## src/rtl/note_env_pkg.sv

```systemverilog
// Shared types and helpers for the note envelope / PWM mixer.
//   env_state_t : per-voice envelope state encoding
//   clog2       : ceiling log2 for elaboration-time widths, clog2(1) = 0
package note_env_pkg;

  typedef enum logic [1:0] {
    IDLE    = 2'd0,
    ATTACK  = 2'd1,
    SUSTAIN = 2'd2,
    RELEASE = 2'd3
  } env_state_t;

  function automatic int clog2(input int value);
    int result;
    int v;
    result = 0;
    v = value - 1;
    while (v > 0) begin
      result = result + 1;
      v = v >> 1;
    end
    return result;
  endfunction

endpackage

```

## src/rtl/note_env_pwm_if.sv

```systemverilog
// Control/audio bundle of the note envelope PWM mixer.
//   ena          : design enable, low forces pwm_out to 0
//   tone, gate   : per-voice square-wave tone and key-held flag
//   attack_rate  : level increment per envelope tick (0 = instant)
//   release_rate : level decrement per envelope tick (0 = instant)
//   pwm_out      : single-bit PWM audio stream
//   active       : per-voice "envelope not idle"
// master drives the controls, slave is the mixer.
interface note_env_pwm_if #(
  parameter int VOICES = 2
);
  logic              ena;
  logic [VOICES-1:0] tone;
  logic [VOICES-1:0] gate;
  logic [3:0]        attack_rate;
  logic [3:0]        release_rate;
  logic              pwm_out;
  logic [VOICES-1:0] active;

  modport master (
    output ena, tone, gate, attack_rate, release_rate,
    input  pwm_out, active
  );

  modport slave (
    input  ena, tone, gate, attack_rate, release_rate,
    output pwm_out, active
  );
endinterface

```

## src/rtl/env_gen.sv

```systemverilog
// One voice's attack/sustain/release envelope.
//   clk, rst_n   : clock, synchronous active-low reset
//   tick         : one-cycle envelope step strobe
//   gate         : key held
//   attack_rate  : increment per tick while attacking (0 = jump to max)
//   release_rate : decrement per tick while releasing (0 = jump to 0)
//   level        : current envelope level
//   active       : state is not IDLE
module env_gen
  import note_env_pkg::*;
#(
  parameter int LEVEL_W = 8
) (
  input  logic               clk,
  input  logic               rst_n,
  input  logic               tick,
  input  logic               gate,
  input  logic [3:0]         attack_rate,
  input  logic [3:0]         release_rate,
  output logic [LEVEL_W-1:0] level,
  output logic               active
);

  localparam logic [LEVEL_W-1:0] LEVEL_MAX = '1;

  env_state_t         state_reg, state_next;
  logic [LEVEL_W-1:0] level_reg, level_next;
  logic [LEVEL_W:0]   attack_sum;
  logic [LEVEL_W-1:0] release_step;

  // One extra bit so the saturation check sees the carry.
  assign attack_sum   = {1'b0, level_reg} + (LEVEL_W+1)'(attack_rate);
  assign release_step = LEVEL_W'(release_rate);

  always_ff @(posedge clk) begin
    if (!rst_n) begin
      state_reg <= IDLE;
      level_reg <= '0;
    end else begin
      state_reg <= state_next;
      level_reg <= level_next;
    end
  end

  // A gate edge takes priority over the tick; a level step that reaches
  // its end point moves the state on the same edge.
  always_comb begin
    state_next = state_reg;
    level_next = level_reg;
    unique case (state_reg)
      IDLE: begin
        if (gate) state_next = ATTACK;
      end
      ATTACK: begin
        if (!gate) begin
          state_next = RELEASE;
        end else if (tick) begin
          if (attack_rate == 4'd0 || attack_sum >= {1'b0, LEVEL_MAX}) begin
            level_next = LEVEL_MAX;
            state_next = SUSTAIN;
          end else begin
            level_next = attack_sum[LEVEL_W-1:0];
          end
        end
      end
      SUSTAIN: begin
        level_next = LEVEL_MAX;
        if (!gate) state_next = RELEASE;
      end
      RELEASE: begin
        // Retrigger keeps the current level rather than restarting at 0.
        if (gate) begin
          state_next = ATTACK;
        end else if (tick) begin
          if (release_rate == 4'd0 || level_reg <= release_step) begin
            level_next = '0;
            state_next = IDLE;
          end else begin
            level_next = level_reg - release_step;
          end
        end
      end
      default: begin
        state_next = IDLE;
        level_next = '0;
      end
    endcase
  end

  assign level  = level_reg;
  assign active = (state_reg != IDLE);

endmodule

```

## src/rtl/note_env_pwm.sv

```systemverilog
// Per-voice envelope shaping, voice mixing and PWM audio output.
//   clk, rst_n : clock, synchronous active-low reset
//   bus        : note_env_pwm_if slave (ena, tone, gate, rates in;
//                pwm_out, active out)
// A prescaler generates the envelope tick, each voice's square wave is
// gated by its envelope level, the levels are summed and the sum drives
// a free-running PWM comparator sampled once per PWM period.
module note_env_pwm
  import note_env_pkg::*;
#(
  parameter int VOICES  = 2,
  parameter int LEVEL_W = 8,
  parameter int ENV_DIV = 4096
) (
  input  logic           clk,
  input  logic           rst_n,
  note_env_pwm_if.slave  bus
);

  localparam int SW = LEVEL_W + clog2(VOICES);
  localparam int PW = clog2(ENV_DIV);

  logic [PW-1:0]      presc_reg;
  logic               tick;
  logic [LEVEL_W-1:0] level [VOICES];
  logic [VOICES-1:0]  active;
  logic [SW-1:0]      sum;
  logic [SW-1:0]      pcnt_reg;
  logic [SW-1:0]      sample_reg;
  logic               pwm_reg;

  assign tick = (presc_reg == PW'(ENV_DIV - 1));

  always_ff @(posedge clk) begin
    if (!rst_n) begin
      presc_reg <= '0;
    end else if (tick) begin
      presc_reg <= '0;
    end else begin
      presc_reg <= presc_reg + PW'(1);
    end
  end

  genvar gi;
  generate
    for (gi = 0; gi < VOICES; gi++) begin : gen_voice
      env_gen #(
        .LEVEL_W(LEVEL_W)
      ) u_env (
        .clk         (clk),
        .rst_n       (rst_n),
        .tick        (tick),
        .gate        (bus.gate[gi]),
        .attack_rate (bus.attack_rate),
        .release_rate(bus.release_rate),
        .level       (level[gi]),
        .active      (active[gi])
      );
    end
  endgenerate

  // SW leaves room for VOICES full-scale levels, so the sum cannot wrap.
  always_comb begin
    sum = '0;
    for (int i = 0; i < VOICES; i++) begin
      if (bus.tone[i]) sum = sum + SW'(level[i]);
    end
  end

  // The sample is latched at the top of each period so the duty cycle is
  // stable for a whole period; pcnt < sample never holds for every count,
  // so full scale stays just below 100 % duty.
  always_ff @(posedge clk) begin
    if (!rst_n) begin
      pcnt_reg   <= '0;
      sample_reg <= '0;
      pwm_reg    <= 1'b0;
    end else begin
      pcnt_reg <= pcnt_reg + SW'(1);
      if (pcnt_reg == '0) sample_reg <= sum;
      pwm_reg <= bus.ena & (pcnt_reg < sample_reg);
    end
  end

  assign bus.pwm_out = pwm_reg;
  assign bus.active  = active;

endmodule

```

## src/flat_wrapper.sv

```systemverilog
// flat-port wrapper written by rule: the top's interface ports become plain ports
module note_env_pwm_flat import note_env_pkg::*;
#(
  parameter int VOICES  = 2,
  parameter int LEVEL_W = 8,
  parameter int ENV_DIV = 4096
)
  (clk, rst_n, bus_ena, bus_tone, bus_gate, bus_attack_rate, bus_release_rate, bus_pwm_out, bus_active);
  note_env_pwm_if #(.VOICES(VOICES)) bus_i ();
  input  logic clk;
  input  logic rst_n;
  input wire logic [$bits(bus_i.ena)-1:0] bus_ena;
  input wire logic [$bits(bus_i.tone)-1:0] bus_tone;
  input wire logic [$bits(bus_i.gate)-1:0] bus_gate;
  input wire logic [$bits(bus_i.attack_rate)-1:0] bus_attack_rate;
  input wire logic [$bits(bus_i.release_rate)-1:0] bus_release_rate;
  output wire logic [$bits(bus_i.pwm_out)-1:0] bus_pwm_out;
  output wire logic [$bits(bus_i.active)-1:0] bus_active;
  assign bus_i.ena = bus_ena;
  assign bus_i.tone = bus_tone;
  assign bus_i.gate = bus_gate;
  assign bus_i.attack_rate = bus_attack_rate;
  assign bus_i.release_rate = bus_release_rate;
  assign bus_pwm_out = bus_i.pwm_out;
  assign bus_active = bus_i.active;
  note_env_pwm #(.VOICES(VOICES), .LEVEL_W(LEVEL_W), .ENV_DIV(ENV_DIV)) u_core (.clk(clk), .rst_n(rst_n), .bus(bus_i));
endmodule
```

## config.mk

```make
export PLATFORM = sky130hd
export DESIGN_NAME = note_env_pwm_flat
export DESIGN_NICKNAME = d
export VERILOG_FILES = /design/src/rtl/note_env_pkg.sv /design/src/rtl/note_env_pwm_if.sv /design/src/rtl/env_gen.sv /design/src/rtl/note_env_pwm.sv /design/src/flat_wrapper.sv
export SDC_FILE = /design/constraint.sdc
export NUM_CORES = 1
export LEC_CHECK = 0
export BUFFER_PORTS_ARGS = -buffer_cell sky130_fd_sc_hd__buf_4
export CAP_MARGIN = 20
export CELL_PAD_IN_SITES_DETAIL_PLACEMENT = 1
export CELL_PAD_IN_SITES_GLOBAL_PLACEMENT = 1
export CORE_MARGIN = 5
export CORE_UTILIZATION = 40
export DETAILED_ROUTE_END_ITERATION = 8
export PLACE_DENSITY = 0.71
export RECOVER_POWER = 100
export REMOVE_ABC_BUFFERS = 1
export SLEW_MARGIN = 20
export SYNTH_ARGS = -nofsm -noshare
export SYNTH_HDL_FRONTEND = slang
export SYNTH_SLANG_ARGS = --single-unit
```

## constraint.sdc

```tcl
create_clock -name clk -period 4 [get_ports clk]
set_input_delay 0 -clock clk [delete_from_list [all_inputs] [get_ports clk]]
set_output_delay 0 -clock clk [all_outputs]
set_load 0.01 [all_outputs]
```

==> results of run 1 <==
-- power breakdown --
part	leakage [nW]	internal, mW	switching, mW	total (mW)
sequential	0.416	0.597	0.138	0.736
clock	0.0505	0.158	0.176	0.334
combinational	1.28	0.445	0.602	1.05
-- cells in the mapped netlist, types with 3 or more instances --
cell type / n
a2111oi_0: 5
a211oi_1: 11
a21boi_0: 4
a21o_1: 9
a21oi_1: 33
a31oi_1: 7
a41o_1: 3
and2_1: 7
clkbuf_1: 17
dfxtp_1: 51
fa_1: 5
ha_1: 45
inv_1: 48
mux2i_1: 6
nand2_1: 27
nand2b_1: 3
nand3_1: 12
nand4_1: 9
nor2_1: 53
nor2b_1: 7
nor3_1: 7
nor4_1: 7
o21ai_0: 39
o221ai_1: 3
o31ai_1: 3
or3_1: 6
xnor2_1: 17
xor2_1: 17
-- area by class of cell --
| class | instances | area, um2 |
|---|---|---|
| clock buffer | 7 | 96.34 |
| clock inverter | 1 | 7.507 |
| fill | 1213 | 5464 |
| inverter | 48 | 180.2 |
| multi-input combinational | 377 | 2633 |
| sequential | 51 | 1021 |
| tap | 133 | 166.4 |
| timing repair buffer | 18 | 116.4 |
-- layer usage --
layer / up-vias / global-route usage / part of all wire
met5: - / 0 / 0
met4: 0 / 0.03877 / 0.0067
met3: 6 / 0.02546 / 0.021
met2: 29 / 0.3123 / 0.49
met1: 1719 / 0.2290 / 0.48
li1: 1774 / - / -
-- critical path, stage by stage, from the launching register on --
cell	delay, ns
dfxtp_1	0.34
ha_1	0.23
fa_1	0.42
a21o_1	0.20
a21oi_1	0.32
nor2_1	0.12
a31oi_1	0.59
a21oi_1	0.16
a2111oi_0	0.50
a211oi_1	0.09
-- layout by cell type, fill, tap and decap left out, types with 3 or more instances in the layout --
master     synthesis  layout
nand2_1           27      27
nor2_1            53      53
o21ai_0           39      40
nand2b_1           3       3
ha_1              45      45
nand4_1            9       9
inv_1             48      48
or3_1              6       6
o221ai_1           3       3
xor2_1            17      17
clkbuf_8           0       7
xnor2_1           17      17
mux2i_1            6       6
dfxtp_1           51      51
a31oi_1            7       7
fa_1               5       5
nor2b_1            7       7
a41o_1             3       3
a2111oi_0          5       5
a21oi_1           33      34
nor3_1             7       7
buf_4              2      13
clkbuf_1          17       5
o31ai_1            3       3
and2_1             7       5
nor4_1             7       7
a211oi_1          11      11
nand3_1           12      12
a21o_1             9       9
a21boi_0           4       4
-- metrics by stage --
| step | power (mW) | worst slack [ns] | instance area (um2) |
|---|---|---|---|
| finish | 2.117 | 0.8775 | 4220 |
| CTS | 2.163 | 1.020 | 4250 |
| global route | 2.311 | 0.7324 | 4220 |
| floorplan | 1.497 | 1.351 | 3845 |
| detailed placement | 1.818 | 1.032 | 4146 |
| global placement | 1.779 | 1.219 | 4146 |
-- cell families after synthesis --
logic type | count (synthesis) | synth area share
and+or+nand+nor | 144 | 0.1742
buffers and inverters | 68 | 0.06719
muxes | 7 | 0.01815
DFF | 51 | 0.2599
xor gates and xnor gates | 34 | 0.07579
adders and majority gates | 50 | 0.1688
AOI/OAI and AO/OA | 142 | 0.2360
-- how the worst max path moves through the flow --
stage / from / endpoint / slack (ns) / cells after the start
6_report: u_core.gen_voice[1].u_env.level[0] / u_core.gen_voice[1].u_env.level[1] / 0.88 / 9
5_1_grt: u_core.gen_voice[1].u_env.level[0] / u_core.gen_voice[1].u_env.level[1] / 0.73 / 9
4_1_cts: u_core.gen_voice[1].u_env.level[0] / u_core.gen_voice[1].u_env.level[1] / 1.02 / 9
3_5_place_dp: u_core.gen_voice[1].u_env.level[0] / u_core.gen_voice[1].u_env.level[1] / 1.03 / 9
3_3_place_gp: u_core.gen_voice[1].u_env.level[0] / u_core.gen_voice[1].u_env.level[1] / 1.22 / 9
2_1_floorplan: u_core.gen_voice[1].u_env.level[0] / u_core.gen_voice[1].u_env.state_reg[0] / 1.35 / 9
==> reports/qor.txt, run 1 <==
Status -> complete, no violations
Max FFs per register -> 16
Synth Register Bits -> 51
Crit path max fanout -> 8
CTS tree -> built
Post-CTS sizing -> 0
Fin Setup TNS -> 0 ns
Async set or reset register ratio after synthesis -> 0
Max Clock Skew -> 0.004961 ns
Clock buffer depth -> 2
Reg2reg start -> u_core.gen_voice[1].u_env.level[0]
Gr ovfl total -> 0
RD Place Congestion -> 0.8675
Yosys cell types -> 53
Ranking of synthesized cells by area -> dfxtp_1 (26%), ha_1 (14%), nor2_1 (5.1%)
Final setup violation count -> 0
Die extent in y -> 109.1 um
Worst hold slack -> 0.05456 ns
Non-filler cells in the finished layout -> 635
Top-area cell type share of the netlist area -> 0.2599
Vias in the first global route -> 3615
Rel. slew slack -> 0.2175
Synthesized area per cell -> 7.921 um2
R2r endpoint -> u_core.gen_voice[1].u_env.level[1]
Max Slew Vio Count -> 0
Achievable clock frequency -> 320.3 MHz
DRC viols -> 0
CP Launch Type -> flop
Hold Path Class -> input pin to flop
CP Data Required Time -> 4.16 ns
Syn Std Cell Area -> 3929 um2
Hold Path Stages -> 3
Syn Inst Count -> 496
DR vias -> 3528
CTS buffer count -> 5
CTS root buf -> clkbuf_8
Clock slew at reported path FFs -> 0.09 ns
Leakage -> 1.745 nW
Synth Flop Type -> dfxtp_1
1st-iter DRT viols -> 118
# hold bufs at CTS -> 0
Power Dens Cells -> 501.7 nW/um2
Vias per cell -> 5.556
HPWL Detailed -> 8.128 mm
Drt first pass iters -> 4
Post-synth EDFFs -> 0
R2R depth -> 9
Antenna Nets Post-Route -> 0
# Post-CTS Setup Buffers -> 0
Clk_lat worst skew -> 0.31 ns
Area grow syn2layout -> 7.420%
Wire length of the first global-routing pass -> 16.87 mm
H-tree depth -> 2
Flop2flop setup slack -> 0.88 ns
Max Cap Viol -> 0
Min-delay src -> bus_tone[1]
Critical Path AT -> 3.28 ns
Number of antenna diodes -> 0
Post-Place Cells -> 627
Slew @ Worst Pin -> 1.174 ns
Final Util -> 0.4358
Total wire length -> 10.21 mm
Core Area -> 9684 um2
Initial core utilization -> 0.4057
Sink Count -> 51
WS Path Type -> flop to flop
Nets -> 566
Wire per inst -> 16.08 um
RSZ-0062 raised after global routing -> false
Syn. warnings -> 0
Post-synth top area cell -> dfxtp_1
Post-synthesis sequential area ratio -> 0.2599
GRT Overall Usage -> 0.1774
Antenna violations before repair -> 0
# rows -> 36
Die area -> 11900 um2
Horiz. Die Dim -> 109.1 um
Crit path time final -> 3.122 ns
CP endpoint kind -> flop
Share of cells above drive strength 1 -> 0.04980
Port bufs -> 17
WHS Endpoint -> u_core.sample_reg[8]
Peak VDD IR -> 0.2405 mV
Top Ports -> 18
Final hold violation count -> 0
Final worst path period share -> 0.7806
Largest net degree at the start of global routing -> 28
(Power assumes the default switching activity.)
==> run 2, diff against run 1 <==
--- a/config.mk
+++ b/config.mk
@@ -5,6 +5,7 @@
 export SDC_FILE = /design/constraint.sdc
 export NUM_CORES = 1
 export LEC_CHECK = 0
+export ABC_AREA = 1
 export BUFFER_PORTS_ARGS = -buffer_cell sky130_fd_sc_hd__buf_4
 export CAP_MARGIN = 20
 export CELL_PAD_IN_SITES_DETAIL_PLACEMENT = 1
@@ -12,7 +13,7 @@
 export CORE_MARGIN = 5
 export CORE_UTILIZATION = 40
 export DETAILED_ROUTE_END_ITERATION = 8
-export PLACE_DENSITY = 0.71
+export PLACE_DENSITY = 0.74
 export RECOVER_POWER = 100
 export REMOVE_ABC_BUFFERS = 1
 export SLEW_MARGIN = 20
==> constraint.sdc (replaced) <==
create_clock -name clk -period 2.9 [get_ports clk]
set_input_delay 0 -clock clk [delete_from_list [all_inputs] [get_ports clk]]
set_output_delay 0 -clock clk [all_outputs]
set_load 0.01 [all_outputs]
==> reports/qor.txt, run 2 <==
Status -> complete, no violations (unchanged)
Clk_lat worst skew -> 0.31 ns (about the same)
Synth Register Bits -> 51 (unchanged)
GRT Overall Usage -> 0.1875 (was 0.1774)
Final setup violation count -> 0 (unchanged)
Leakage -> 2.269 nW (was 1.745 nW)
Horiz. Die Dim -> 113.2 um (was 109.1 um)
Fin Setup TNS -> 0 ns (unchanged)
Area grow syn2layout -> 6.904% (was 7.420%)
Crit path buf inv count -> 0 (unchanged)
Initial core utilization -> 0.4107 (was 0.4057)
CTS buffer count -> 5 (unchanged)
Switching power -> 1.715 mW (was 916.8 uW)
Die extent in y -> 113.2 um (was 109.1 um)
Cell with the most instances after synthesis -> nand2_1 (was nor2_1)
Total wire length -> 11.49 mm (was 10.21 mm)
1st-iter DRT viols -> 204 (was 118)
Non-filler cells in the finished layout -> 797 (was 635)
DRC viols -> 0 (unchanged)
Slew @ Worst Pin -> 1.115 ns (was 1.174 ns)
Antenna violations before repair -> 0 (unchanged)
# hold bufs at CTS -> 1 (was 0)
Clock buffer depth -> 2 (unchanged)
RSZ-0062 raised after global routing -> false (unchanged)
# Post-CTS Setup Buffers -> 0 (unchanged)
Antenna Nets Post-Route -> 0 (unchanged)
Most frequent cells in the layout -> nand2_1 (144), inv_1 (113), a21oi_1 (62) (was nor2_1 (53), dfxtp_1 (51), inv_1 (48))
Post-synthesis sequential area ratio -> 0.2397 (was 0.2599)
Grt peak-use layer -> met2 (unchanged)
P_int -> 1.761 mW (was 1.200 mW)
# rows -> 37 (was 36)
Synth Flop Type -> dfxtp_1 (unchanged)
GR Util met1 -> 0.2471 (was 0.2290)
DR vias -> 4149 (was 3528)
Vias per cell -> 5.206 (was 5.556)
Hold Path Class -> input pin to flop (unchanged)
Flop pwr share -> 0.302 (was 0.348)
HPWL Detailed -> 9.253 mm (was 8.128 mm)
Slowest cell delay on critical path -> 0.39 ns (was 0.59 ns)
Switching share of power -> 0.4934 (was 0.4330)
CTS tree -> built (unchanged)
CP endpoint kind -> flop (unchanged)
Clock slew at reported path FFs -> 0.09 ns (about the same)
Core Area -> 10370 um2 (was 9684 um2)
CP Data Required Time -> 3.12 ns (was 4.16 ns)
Gate power share -> 0.578 (was 0.495)
Syn Std Cell Area -> 4259 um2 (was 3929 um2)
CP top delay family -> simple AND/OR/NAND/NOR gates (was compound AO/OA/AOI/OAI gates)
Vias in the first global route -> 4352 (was 3615)
Yosys cell types -> 40 (was 53)
Syn. warnings -> 0 (unchanged)
WS Path Type -> flop to flop (unchanged)
Post-synth top area cell -> dfxtp_1 (unchanged)
Grt met3 use -> 0.02193 (was 0.02546)
CP cell instances -> ha_1 -> nand3_1 -> nor3_1 -> nand2_2 -> nor2_4 -> nand3_1 -> nand2_2 -> nand3_4 -> nor2_8 -> nand2_1 -> o21a_1 (was ha_1 -> fa_1 -> a21o_1 -> a21oi_1 -> nor2_1 -> a31oi_1 -> a21oi_1 -> a2111oi_0 -> a211oi_1)
H-tree depth -> 2 (unchanged)
Met2 Usage GRT -> 0.3242 (was 0.3123)
Number of antenna diodes -> 0 (unchanged)
Leading cell type in the layout, fill and taps excluded -> nand2_1 (was nor2_1)
Max Slew Vio Count -> 0 (unchanged)
Final hold violation count -> 0 (unchanged)
Max Clock Skew -> 0.005581 ns (was 0.004961 ns)
Post-CTS sizing -> 0 (unchanged)
Synthesized area per cell -> 6.573 um2 (was 7.921 um2)
Slowest CP cell -> nand3_1 (was a31oi_1)
Ranking of synthesized cells by area -> dfxtp_1 (24%), ha_1 (13%), nand2_1 (13%) (was dfxtp_1 (26%), ha_1 (14%), nor2_1 (5.1%))
Top Ports -> 18 (unchanged)
RD Place Congestion -> 0.8422 (was 0.8675)
Clock power frac -> 0.120 (was 0.158)
Leading cell types by count after synthesis -> nand2_1 (144), inv_1 (113), a21oi_1 (62), nor2_1 (58), dfxtp_1 (51) (was nor2_1 (53), dfxtp_1 (51), inv_1 (48), ha_1 (45), o21ai_0 (39))
Crit path max fanout -> 9 (was 8)
Max Cap Viol -> 0 (unchanged)
Post-DP Area -> 4494 um2 (was 4146 um2)
Critical Path AT -> 2.78 ns (was 3.28 ns)
Final worst path period share -> 0.8856 (was 0.7806)
Power Dens Cells -> 763.6 nW/um2 (was 501.7 nW/um2)
Async set or reset register ratio after synthesis -> 0 (unchanged)
Sink Count -> 51 (unchanged)
Rel. slew slack -> 0.2568 (was 0.2175)
Wire length of the first global-routing pass -> 20.04 mm (was 16.87 mm)
CP Launch Type -> flop (unchanged)
Wire per inst -> 14.42 um (was 16.08 um)
Share of cells above drive strength 1 -> 0.05295 (was 0.04980)
Crit path time final -> 2.568 ns (was 3.122 ns)
Drt first pass iters -> 4 (unchanged)
Largest net degree at the start of global routing -> 23 (was 28)
Gr ovfl total -> 0 (unchanged)
Max FFs per register -> 16 (unchanged)
Port bufs -> 17 (unchanged)
CTS root buf -> clkbuf_8 (unchanged)
Nets -> 725 (was 566)
Post-Place Cells -> 788 (was 627)
Peak VDD IR -> 0.2414 mV (was 0.2405 mV)
Achievable clock frequency -> 389.4 MHz (was 320.3 MHz)
Flop2flop setup slack -> 0.33 ns (was 0.88 ns)
Syn Inst Count -> 648 (was 496)
Post-synth EDFFs -> 0 (unchanged)
Post-Layout Inst Area -> 4553 um2 (was 4220 um2)
Top-area cell type share of the netlist area -> 0.2397 (was 0.2599)
Die area -> 12810 um2 (was 11900 um2)
-- run 2: path summary, 6_finish.rpt --
kind,start,to,cells past startpoint
worst max-delay path,u_core.presc_reg[0],u_core.gen_voice[0].u_env.level[2],11
worst min-delay path,bus_tone[1],u_core.sample_reg[7],4
worst max register to register,u_core.presc_reg[0],u_core.gen_voice[0].u_env.level[2],11
worst min register to register,u_core.pcnt_reg[0],u_core.pcnt_reg[0],1
-- run 2: metrics by stage --
| step | util | hold WS [ns] | power (mW) | setup WS (ns) |
|---|---|---|---|---|
| floorplan | - | 0.09345 | 2.528 | 0.8769 |
| global placement | 0.4334 | 0.2652 | 3.008 | 0.6320 |
| detailed placement | 0.4334 | 0.2773 | 3.084 | 0.5662 |
| CTS | 0.4422 | 0.04665 | 3.520 | 0.5425 |
| global route | 0.4391 | 0.1684 | 3.844 | 0.1678 |
| finish | 0.4391 | 0.1290 | 3.477 | 0.3318 |
-- run 2: power groups by stage --
stage | logic [mW] | registers [mW] | clock network (mW)
floorplan | 1.55 | 0.982 | 0
global placement | 1.95 | 1.06 | 0
detailed placement | 2.02 | 1.07 | 0
CTS | 2.03 | 1.05 | 0.438
global route | 2.31 | 1.08 | 0.456
finish | 2.01 | 1.05 | 0.418
-- run 2: logic make-up (layout without fill, tap and decap cells) --
| family | Yosys count | in the layout | share of synthesized area |
|---|---|---|---|
| and+or+nand+nor | 293 | 293 | 0.3140 |
| xor gates and xnor gates | 16 | 16 | 0.03290 |
| adders and majority gates | 50 | 50 | 0.1557 |
| buffers and inverters | 128 | 141 | 0.1160 |
| AOI/OAI and AO/OA | 110 | 110 | 0.1416 |
| DFF | 51 | 51 | 0.2397 |
-- run 2: worst register-to-register path, delay by kind of cell (launching register included) --
family	cells	cell delay, ns
AO/OA/AOI/OAI	1	0.17
adder cells (fa/ha/maj)	1	0.20
flip-flops	1	0.37
AND/OR/NAND/NOR	9	1.74
-- run 2: area by class of cell --
| cell class | count | area (um2) |
|---|---|---|
| Fill cell | 1427 | 5817 |
| Multi-Input combinational cell | 469 | 2726 |
| Sequential cell | 51 | 1021 |
| Inverter | 115 | 431.7 |
| Tap cell | 136 | 170.2 |
| Timing Repair Buffer | 18 | 122.6 |
| Clock buffer | 7 | 76.32 |
| Clock inverter | 1 | 5.005 |
-- run 2: metal layers --
metal | part of all wire | up-vias
met5 | 0 | -
met4 | 0.023 | 0
met3 | 0.028 | 15
met2 | 0.46 | 59
met1 | 0.49 | 1968
li1 | - | 2107
